--- src/rtl/dice_light_pkg.sv ---
// Shared mode codes, light states and lamp encodings for the dice / light display.
package dice_light_pkg;

  localparam logic [1:0] MODE_DICE   = 2'b00;
  localparam logic [1:0] MODE_LIGHT  = 2'b01;
  localparam logic [1:0] MODE_AUTO   = 2'b10;
  localparam logic [1:0] MODE_FREEZE = 2'b11;

  typedef enum logic [1:0] {
    L_RED       = 2'd0,
    L_RED_AMBER = 2'd1,
    L_GREEN     = 2'd2,
    L_AMBER     = 2'd3
  } light_t;

  // Lamp bits: [2]=red, [1]=amber, [0]=green.
  localparam logic [2:0] LAMP_RED       = 3'b100;
  localparam logic [2:0] LAMP_RED_AMBER = 3'b110;
  localparam logic [2:0] LAMP_GREEN     = 3'b001;
  localparam logic [2:0] LAMP_AMBER     = 3'b010;

  function automatic logic [2:0] lamp_of(input light_t s);
    case (s)
      L_RED:       return LAMP_RED;
      L_RED_AMBER: return LAMP_RED_AMBER;
      L_GREEN:     return LAMP_GREEN;
      default:     return LAMP_AMBER;
    endcase
  endfunction

endpackage

--- src/rtl/dice_light_sched_tlc_timed.sv ---
// Free-running timed traffic-light sequencer: each phase lasts PHASE_CYCLES clocks.
module tlc_timed
  import dice_light_pkg::*;
#(
  parameter int PHASE_CYCLES = 4
) (
  input  logic       clk,
  input  logic       rst,
  output logic [2:0] lamp,
  output logic       phase_start
);

  localparam int CNT_W = (PHASE_CYCLES > 1) ? $clog2(PHASE_CYCLES) : 1;

  light_t           state, state_next;
  logic [CNT_W-1:0] cnt, cnt_next;
  logic             wrap;

  // State, phase counter and the phase-entry pulse register.
  always_ff @(posedge clk) begin
    // NOTE: non-blocking assignments keep every register sampling pre-edge values.
    if (rst) begin
      state       <= L_RED;
      cnt         <= '0;
      phase_start <= 1'b0;
    end else begin
      state       <= state_next;
      cnt         <= cnt_next;
      phase_start <= wrap;
    end
  end

  // Next phase and counter; the pulse lines up with the first cycle of the new phase.
  always_comb begin
    // NOTE: defaults first so no path leaves a variable unassigned (no latch).
    state_next = state;
    cnt_next   = cnt + 1'b1;
    wrap       = (cnt == CNT_W'(PHASE_CYCLES - 1));
    if (wrap) begin
      cnt_next = '0;
      case (state)
        L_RED:       state_next = L_RED_AMBER;
        L_RED_AMBER: state_next = L_GREEN;
        L_GREEN:     state_next = L_AMBER;
        default:     state_next = L_RED;
      endcase
    end
  end

  assign lamp = lamp_of(state);

endmodule

--- src/rtl/dice_light_sched.sv ---
// Dice / traffic-light display controller with a registered four-mode output selector.
module dice_light_sched
  import dice_light_pkg::*;
#(
  parameter int FACES        = 6,
  parameter int RES_W        = 3,
  parameter int PHASE_CYCLES = 4,
  parameter int SCAN_PERIOD  = 8
) (
  input  logic             clk,
  input  logic             rst,
  input  logic             button,
  input  logic [1:0]       mode,
  output logic [RES_W-1:0] result,
  output logic             src_light,
  output logic             phase_start
);

  localparam int SCAN_W = (SCAN_PERIOD > 1) ? $clog2(SCAN_PERIOD) : 1;

  logic [RES_W-1:0]  throw;
  logic [2:0]        lamp;
  logic [RES_W-1:0]  light_val;
  logic [SCAN_W-1:0] scan_cnt, scan_cnt_next;
  logic              scan_src, scan_src_next;   // 0 = dice, 1 = lights
  logic [1:0]        prev_mode;
  logic [RES_W-1:0]  result_next;
  logic              src_light_next;

  tlc_timed #(.PHASE_CYCLES(PHASE_CYCLES)) u_tlc (
    .clk         (clk),
    .rst         (rst),
    .lamp        (lamp),
    .phase_start (phase_start)
  );

  assign light_val = RES_W'(lamp);

  // Dice counter: advances while the button is held, FACES wraps back to 1.
  always_ff @(posedge clk) begin
    if (rst) begin
      throw <= RES_W'(1);
    end else if (button) begin
      throw <= (throw == RES_W'(FACES)) ? RES_W'(1) : throw + 1'b1;
    end
  end

  // Selector: picks the display source; auto-scan restarts on dice whenever entered.
  always_comb begin
    scan_cnt_next  = scan_cnt;
    scan_src_next  = scan_src;
    result_next    = result;
    src_light_next = src_light;
    case (mode)
      MODE_DICE: begin
        result_next    = throw;
        src_light_next = 1'b0;
      end
      MODE_LIGHT: begin
        result_next    = light_val;
        src_light_next = 1'b1;
      end
      MODE_AUTO: begin
        if (prev_mode != MODE_AUTO) begin
          scan_cnt_next = '0;
          scan_src_next = 1'b0;
        end else if (scan_cnt == SCAN_W'(SCAN_PERIOD - 1)) begin
          scan_cnt_next = '0;
          scan_src_next = ~scan_src;
        end else begin
          scan_cnt_next = scan_cnt + 1'b1;
        end
        // Use the post-toggle source so each source is shown exactly SCAN_PERIOD cycles.
        result_next    = scan_src_next ? light_val : throw;
        src_light_next = scan_src_next;
      end
      default: ;  // freeze: hold display, everything underneath keeps running
    endcase
  end

  // Display and scan-state registers.
  always_ff @(posedge clk) begin
    if (rst) begin
      result    <= '0;
      src_light <= 1'b0;
      scan_cnt  <= '0;
      scan_src  <= 1'b0;
      prev_mode <= MODE_DICE;
    end else begin
      result    <= result_next;
      src_light <= src_light_next;
      scan_cnt  <= scan_cnt_next;
      scan_src  <= scan_src_next;
      prev_mode <= mode;
    end
  end

endmodule

--- config.mk ---
export PLATFORM = sky130hd
export DESIGN_NAME = dice_light_sched
export DESIGN_NICKNAME = d
export VERILOG_FILES = /design/src/rtl/dice_light_pkg.sv /design/src/rtl/dice_light_sched_tlc_timed.sv /design/src/rtl/dice_light_sched.sv
export SDC_FILE = /design/constraint.sdc
export NUM_CORES = 1
export LEC_CHECK = 0
export ABC_AREA = 1
export ABC_CLOCK_PERIOD_IN_PS = 1330
export CAP_MARGIN = 40
export CORE_MARGIN = 1
export CORE_UTILIZATION = 45
export CTS_CLUSTER_DIAMETER = 100
export DETAILED_ROUTE_END_ITERATION = 8
export DONT_BUFFER_PORTS = 1
export HOLD_SLACK_MARGIN = 0.08
export PLACE_DENSITY = 0.67
export SLEW_MARGIN = 20
export SYNTH_ARGS = -nofsm -noshare
export SYNTH_HDL_FRONTEND = slang
export SYNTH_HIERARCHICAL = 1
export SYNTH_SLANG_ARGS = --single-unit
--- constraint.sdc ---
create_clock -name clk -period 1.33 [get_ports clk]
set_input_delay 0.266 -clock clk [delete_from_list [all_inputs] [get_ports clk]]
set_output_delay 0.266 -clock clk [all_outputs]
set_load 0.005 [all_outputs]
== After elaboration in Yosys (flattened, before gate mapping) ==
Cells that the tools add are included.
Widths: inputs -> output; s select.

* Logic and storage cells: 36
* Bits of input ports: 5
* Flip-flop bits (word level): 18
* RAM bits: 0
* Output and inout port bits: 5
* Bits in latches: 0
* Memory bits (read-only): 0
* Memories kept: 0

* Bitwise gates (word level): 1
* Multiply operators: 0
* $add $sub $neg: 3
* Mux-type cells: 11
* Equality and inequality tests: 8
* Shift-type cells: 0
* Divide/modulo/power cells: 0
* Reductions and logical operators: 4
* Order comparisons: 0

{| class="wikitable"
|+ Operators with widths
! cell !! count
|-
| $pmux 3 s3 || 2
|-
| $mux 3 || 4
|-
| $add 3x1->3 const B || 2
|-
| $eq 2x2->1 const B || 3
|-
| $eq 3x3->1 const B || 2
|-
| $pmux 2 s3 || 1
|-
| $eq 2x1->1 const B || 2
|-
| $logic_not 2->1 || 2
|-
| $mux 1 || 3
|-
| $pmux 1 s3 || 1
|-
| $reduce_bool 3->1 || 1
|-
| $add 2x1->2 const B || 1
|-
| $ne 2x2->1 const B || 1
|-
| $reduce_or 2->1 || 1
|-
| $not 1->1 || 1
|}

== Depth between registers and ports, before layout ==
Gate-level depths: netlist of the first run.

* Depth after elaboration: 6
* Gate-level depth with buffers: 11

== Cells and area by module ==
The synthesis of the first run kept the hierarchy.

{| class="wikitable"
|+ Modules (own cells, without submodules)
! module !! instances !! area each (sq um) !! cells each
|-
| dice_light_sched || 1 || 666.9 || 93
|-
| tlc_timed || 1 || 277.8 || 32
|}

== Worst setup path before layout of the first run ==
OpenSTA, ideal clock, no wires.

* Path type: register to register
* Start: register scan_cnt[0]
* End: register result[1]
* Required time: 1,221 ps
* Buffers on the path: 0
* Cell stages (with the launch flop): 11
* Slack: 68 ps
* Arrival: 1,153 ps
* Cell sequence: dfxtp_1 > ha_1 > ha_1 > nand2_1 > nand3_2 > nand2_2 > nand2_2 > nand2_1 > nand3_1 > nand2_1 > inv_1

* Longest elaborated chain between the ends: 6

{| class="wikitable"
|+ Ends and longest elaborated chain
! what !! line !! text
|-
| from (decl) || dice_light_sched.sv:24 || <nowiki>logic [SCAN_W-1:0] scan_cnt, scan_cnt_next;</nowiki>
|-
| from (signal assigned) || dice_light_sched.sv:92 || <nowiki>scan_cnt <= scan_cnt_next;</nowiki>
|-
| $eq 3x3->1 || dice_light_sched.sv:67 || <nowiki>end else if (scan_cnt == SCAN_W'(SCAN_PERIOD - 1)) begin</nowiki>
|-
| $mux 1 || dice_light_sched.sv:67 ||
|-
| $mux 1 || dice_light_sched.sv:64 || <nowiki>if (prev_mode != MODE_AUTO) begin</nowiki>
|-
| $mux 1 || dice_light_sched.sv:54 || <nowiki>case (mode)</nowiki>
|-
| $mux 3 || dice_light_sched.sv:74 || <nowiki>result_next = scan_src_next ? light_val : throw;</nowiki>
|-
| $pmux 3 s3 || dice_light_sched.sv:54 ||
|-
| to (signal assigned) || dice_light_sched.sv:90 || <nowiki>result <= result_next;</nowiki>
|-
| to (decl) || dice_light_sched.sv:14 || <nowiki>output logic [RES_W-1:0] result,</nowiki>
|}

No other way between the ends. The select of a mux whose other input is x is not followed.
A chain may end at the register's enable or synchronous reset.

== Worst setup path in the final report of the first run ==
Same ends and word-level chain as after synthesis.

==> flow_summary.yaml, run 1 <==
layout:
  final_cells: 158
  areaGrowthSynthToFinish_pct: 14.0
  final_core_util_pct: 54.9
  mostFrequentLayoutCell: "inv_1"
  antenna_cells: 0
  finalNetCount: 148
  n_fill_cell: 203
  drive_gt1_share_pct: 20.6
  final_cell_mix: "inv_1, nand2_1, dfxtp_1"
yosys:
  synth-seq-cells: 18
  avgSynthCellArea_um2: 7.56
  syn-cell-area_um2: 945
  yosysTopAreaCell: "dfxtp_1"
  synth_warnings: 6
  synth_fp_nets: 141
  netlist_top_cells_area: "dfxtp_1, ha_1, inv_1"
  ys_seq_area_share_pct: 38.1
  yosysUniqueCellTypes: 18
  synthCells: 125
  yosysTopAreaCellShare_pct: 38.1
worst_setup_path:
  cp-start-kind: "register"
  cp-end-kind: "register"
  required_ns: 1.58
  arrival_ns: 1.59
  crit_fanout: 4
  criticalPathCategory: "reg -> reg"
  ff2ff_setup_slack_ns: -0.01
clock_tree:
  clock-root-buffer: "clkbuf_4"
  clk_latency_ns: 0.29
  cts_tree: "yes"
  numCtsBuffers: 3
  cts-htree-levels: 1
  clk_pin_slew_ns: 0.10
  clock_path_buffers: 2
  cts_sinks: 18
grt:
  grt_usage_pct: 17.0
  grt_pass1_wl_mm: 2.60
  gr-total-overflow: 0
  grt_antenna_before_repair: 0
  grt_start_max_net_pins: 11
  first_global_vias: 635
routing:
  final_antenna_net_count: 0
  dr.pass1.iters: 4
  drt-vias-per-instance: 4.74
  wl_per_cell_um: 10.7
  wirelength_mm: 1.69
  drt_iter0_markers: 14
  drc: 0
  vias: 749
pwr:
  p_per_area_mw_per_mm2: 1000
  ir_drop_v: 0.000818
  p_leak_nw: 0.519
flow_run:
  cap_violations: 0
floorplan:
  die_x_um: 47.8
  start_util_pct: 48.2
  io_pins: 10
  die_y_um: 47.8
  core_area_mm2: 0.00196
  rows: 16
  die_area_mm2: 0.00229
timing:
  fin_crit_sh_pct: 101
  fin_worst_skew_ns: 0.00590
  setup-tns-final_ns: -0.0113
  timing.hold.ws_ns: 0.0888
  hold_viol: 0
  layout_setup_ws_ns: -0.0113
  slew_viol_final: 0
  fmax_ghz: 0.746
  rsz0062_at_grt: "true"
  max_slew_margin_pct: 76.4
  worst_pin_slew_ns: 0.354
  finalSetupViolations: 1
  min_period_ns: 1.34
placed_design:
  dpl_worst_slack_ns: -0.0430
  place_inst: 151
  port_buffers: 0
  place_congestion: 0.727
  hpwl_mm: 1.20
status:
  violations: "negative setup slack"
  status: "finished with violations"
hold_path:
  min_path_type: "in -> reg"
[registers in the layout (all words and copies together) (netlist names)]
signal and cells:
prev_mode 2, result 3, scan_cnt 3, scan_src 1
src_light 1, throw 3, u_tlc/cnt 2, u_tlc/phase_start 1
u_tlc/state 2
[metrics by stage]
stage | power [mW] | cell area (um2)
final | 1.08 | 1080
after global routing | 1.15 | 1080
after detailed placement | 0.741 | 971
after global placement | 0.737 | 971
after CTS | 1.09 | 1060
after floorplan | 0.722 | 945
[area by class of cell]
cell class                 instances  area (um2)  area share [%]
clock buffer                       4        36.3            3.37
inverter                          26         100            9.29
multi-input combinational         79         509            47.3
sequential                        18         363            33.7
tap                               27        33.8            3.14
timing repair buffer               4        35.0            3.25
[where the power goes]
group	total (mW)	internal, mW	switching [mW]
registers	0.604	0.576	0.0275
logic	0.143	0.0576	0.0857
clock network	0.335	0.167	0.168
total	1.08	0.801	0.282
[path summary, 6_finish.rpt]
path / start / end / cells after the start
setup / recovery: scan_cnt[0] / result[1] / 11
hold / removal: mode[0] / prev_mode[0] / 2
setup reg to reg: scan_cnt[0] / result[1] / 11
hold reg to reg: u_tlc/cnt[0] / u_tlc/cnt[0] / 1
[logic make-up after synthesis]
logic type / after synthesis / share of synthesized area, %
adder cells (fa/ha/maj): 11 / 14.6
AND/OR/NAND/NOR: 51 / 25.6
buffers and inverters: 28 / 11.9
flip-flops: 18 / 38.1
AO/OA/AOI/OAI: 17 / 9.80
[what timing repair did]
| action | in CTS | in global routing |
|---|---|---|
| gates cloned | 0 | 0 |
| gates resized for setup | 7 | 4 |
| setup buffers | 1 | 0 |
| hold buffers | 2 | 0 |
| setup endpoints to repair | 4 | 4 |
| pin swaps | 1 | 3 |
| hold endpoints to repair | 7 | 0 |
[layer usage]
layer | track usage [%] | share of wire, % | vias up
li1 | - | - | 396
met1 | 19.7 | 46 | 335
met2 | 27.6 | 46 | 16
met3 | 8.30 | 6.6 | 2
met4 | 5.00 | 0.77 | 0
met5 | 0 | 0 | -
[Yosys cell counts (all sizes together)]
cell type / instances
nor3: 1
buf: 2
nand4: 1
nand3: 7
a21oi: 9
o21ai: 6
nor2: 15
a31oi: 1
dfxtp: 18
ha: 11
nand2: 27
inv: 26
a211oi: 1
[critical path, stage by stage (launching register included)]
cell     delay [ns]
dfxtp_2        0.35
ha_4           0.16
ha_4           0.17
inv_4          0.06
nand2_1        0.05
nand2_1        0.07
nand3_1        0.07
nand2_2        0.13
nand2_2        0.06
nand3_1        0.08
nand2_1        0.06
inv_1          0.04
Note: power is estimated with default switching activity, not from simulation.
==> inputs of run 2 (changes only) <==
--- a/config.mk
+++ b/config.mk
@@ -14,7 +14,6 @@
 export DETAILED_ROUTE_END_ITERATION = 8
 export DONT_BUFFER_PORTS = 1
 export HOLD_SLACK_MARGIN = 0.08
-export PLACE_DENSITY = 0.67
 export SLEW_MARGIN = 20
 export SYNTH_ARGS = -nofsm -noshare
 export SYNTH_HDL_FRONTEND = slang
==> flow_summary.yaml, run 2 (synthesis results as in run 1) <==
status:
  status: "complete, no violations"
layout:
  final_core_util_pct: 55.4
  final_cell_mix: "inv_1, nand2_1, dfxtp_1"
  finalNetCount: 150
  areaGrowthSynthToFinish_pct: 15.1
  drive_gt1_share_pct: 20.3
  antenna_cells: 0
  mostFrequentLayoutCell: "inv_1"
  largestRegisters: "result x3, scan_cnt x3, throw x3"
floorplan:
  die_area_mm2: 0.00229
  die_x_um: 47.8
  die_y_um: 47.8
  io_pins: 10
  rows: 16
  core_area_mm2: 0.00196
  start_util_pct: 48.2
routing:
  wirelength_mm: 1.66
  drc: 0
  final_antenna_net_count: 0
  vias: 749
  wl_per_cell_um: 10.4
  drt-vias-per-instance: 4.68
  drt_iter0_markers: 4
  dr.pass1.iters: 4
timing:
  finalSetupViolations: 0
  hold_viol: 0
  timing.hold.ws_ns: 0.0989
  max_slew_margin_pct: 75.0
  min_period_ns: 1.28
  rsz0062_at_grt: "true"
  worst_pin_slew_ns: 0.375
  fin_crit_sh_pct: 96.6
  fmax_ghz: 0.778
  fin_worst_skew_ns: 0.00266
  slew_viol_final: 0
placed_design:
  hpwl_mm: 1.16
  place_congestion: 0.736
  port_buffers: 0
grt:
  grt_pass1_wl_mm: 2.46
  busiest_layer: "met2"
  grt_start_max_net_pins: 11
  first_global_vias: 608
  use_met1_pct: 17.9
  use_met2_pct: 27.8
  gr-total-overflow: 0
  gr-usage-met3_pct: 7.17
  grt_usage_pct: 16.2
  grt_antenna_before_repair: 0
clock_tree:
  numCtsBuffers: 3
  cts_sinks: 18
  clk_latency_ns: 0.29
  clock-root-buffer: "clkbuf_4"
  cts-htree-levels: 1
  clk_pin_slew_ns: 0.10
  cts_tree: "yes"
  clock_path_buffers: 2
worst_setup_path:
  crit_slowest_cell: "dfxtp_2"
  slowest_delay_ns: 0.35
  criticalPathCategory: "reg -> reg"
  arrival_ns: 1.49
  cp-end-kind: "register"
  cp_cell_sequence: "ha_4 > ha_4 > nand2_2 > nand3_2 > nand2_2 > nand2_2 > nand2_1 > nand3_1 > nand2_1 > inv_1"
  required_ns: 1.53
  crit_fanout: 3
  cp-start-kind: "register"
  r2r_cells: 10
  crit_buf_inv: 1
  cp_common_cell: "nand2_2"
  crit_family: "simple AND/OR/NAND/NOR gates"
  crit_cells: 10
pwr:
  p_per_area_mw_per_mm2: 991
  ir_drop_v: 0.000682
  p_leak_nw: 0.522
hold_path:
  min_path_type: "in -> reg"
  min_path_cells: 2
flow_run:
  cap_violations: 0
## run 2: cell types whose count changed in the layout (fill, tap and decap cells not counted), sizes merged
cell / before / now
buf: 2 / 4
## run 2: per-stage QoR
step	TNS, ns	setup WS (ns)	power [mW]	area (um2)	instances
5_1_grt	-0.149	-0.0592	1.15	1090	160
6_report	0	0.0454	1.08	1090	160
3_5_place_dp	-0.0517	-0.0288	0.746	978	152
3_3_place_gp	-0.00607	-0.00607	0.741	978	152
2_1_floorplan	0	0.0683	0.722	945	125
4_1_cts	0	0.0143	1.10	1080	159
## run 2: power by group
part	total [mW]	leakage, nW	switching [mW]	internal, mW
combinational	0.144	0.352	0.0856	0.0579
sequential	0.604	0.149	0.0280	0.576
clock	0.330	0.0210	0.163	0.167
total	1.08	0.522	0.276	0.801
## run 2: what timing repair did
action,in CTS,in global routing
endpoints found under the hold margin,7,0
resized for setup,8,1
pin swaps,4,6
setup buffers,1,1
endpoints found under the setup margin,4,4
hold buffers,2,0
## run 2: worst paths after layout
kind | end | slack, ns | startpoint
worst max register to register | result[0] | 0.05 | scan_cnt[1]
worst max-delay path | result[0] | 0.05 | scan_cnt[1]
worst min-delay path | prev_mode[1] | 0.1 | mode[1]
worst min register to register | u_tlc/cnt[0] | 0.43 | u_tlc/cnt[0]
## run 2: cell type report
type                       count  area [um2]
fill                         214         875
multi-input combinational     79         504
sequential                    18         363
inverter                      26         100
timing repair buffer           6        50.0
clock buffer                   4        36.3
tap                           27        33.8
## run 2: layer usage
metal	routed length, um	vias up
met4	13	0
met1	755	336
li1	-	401
met3	55	3
met5	0	-
met2	832	9
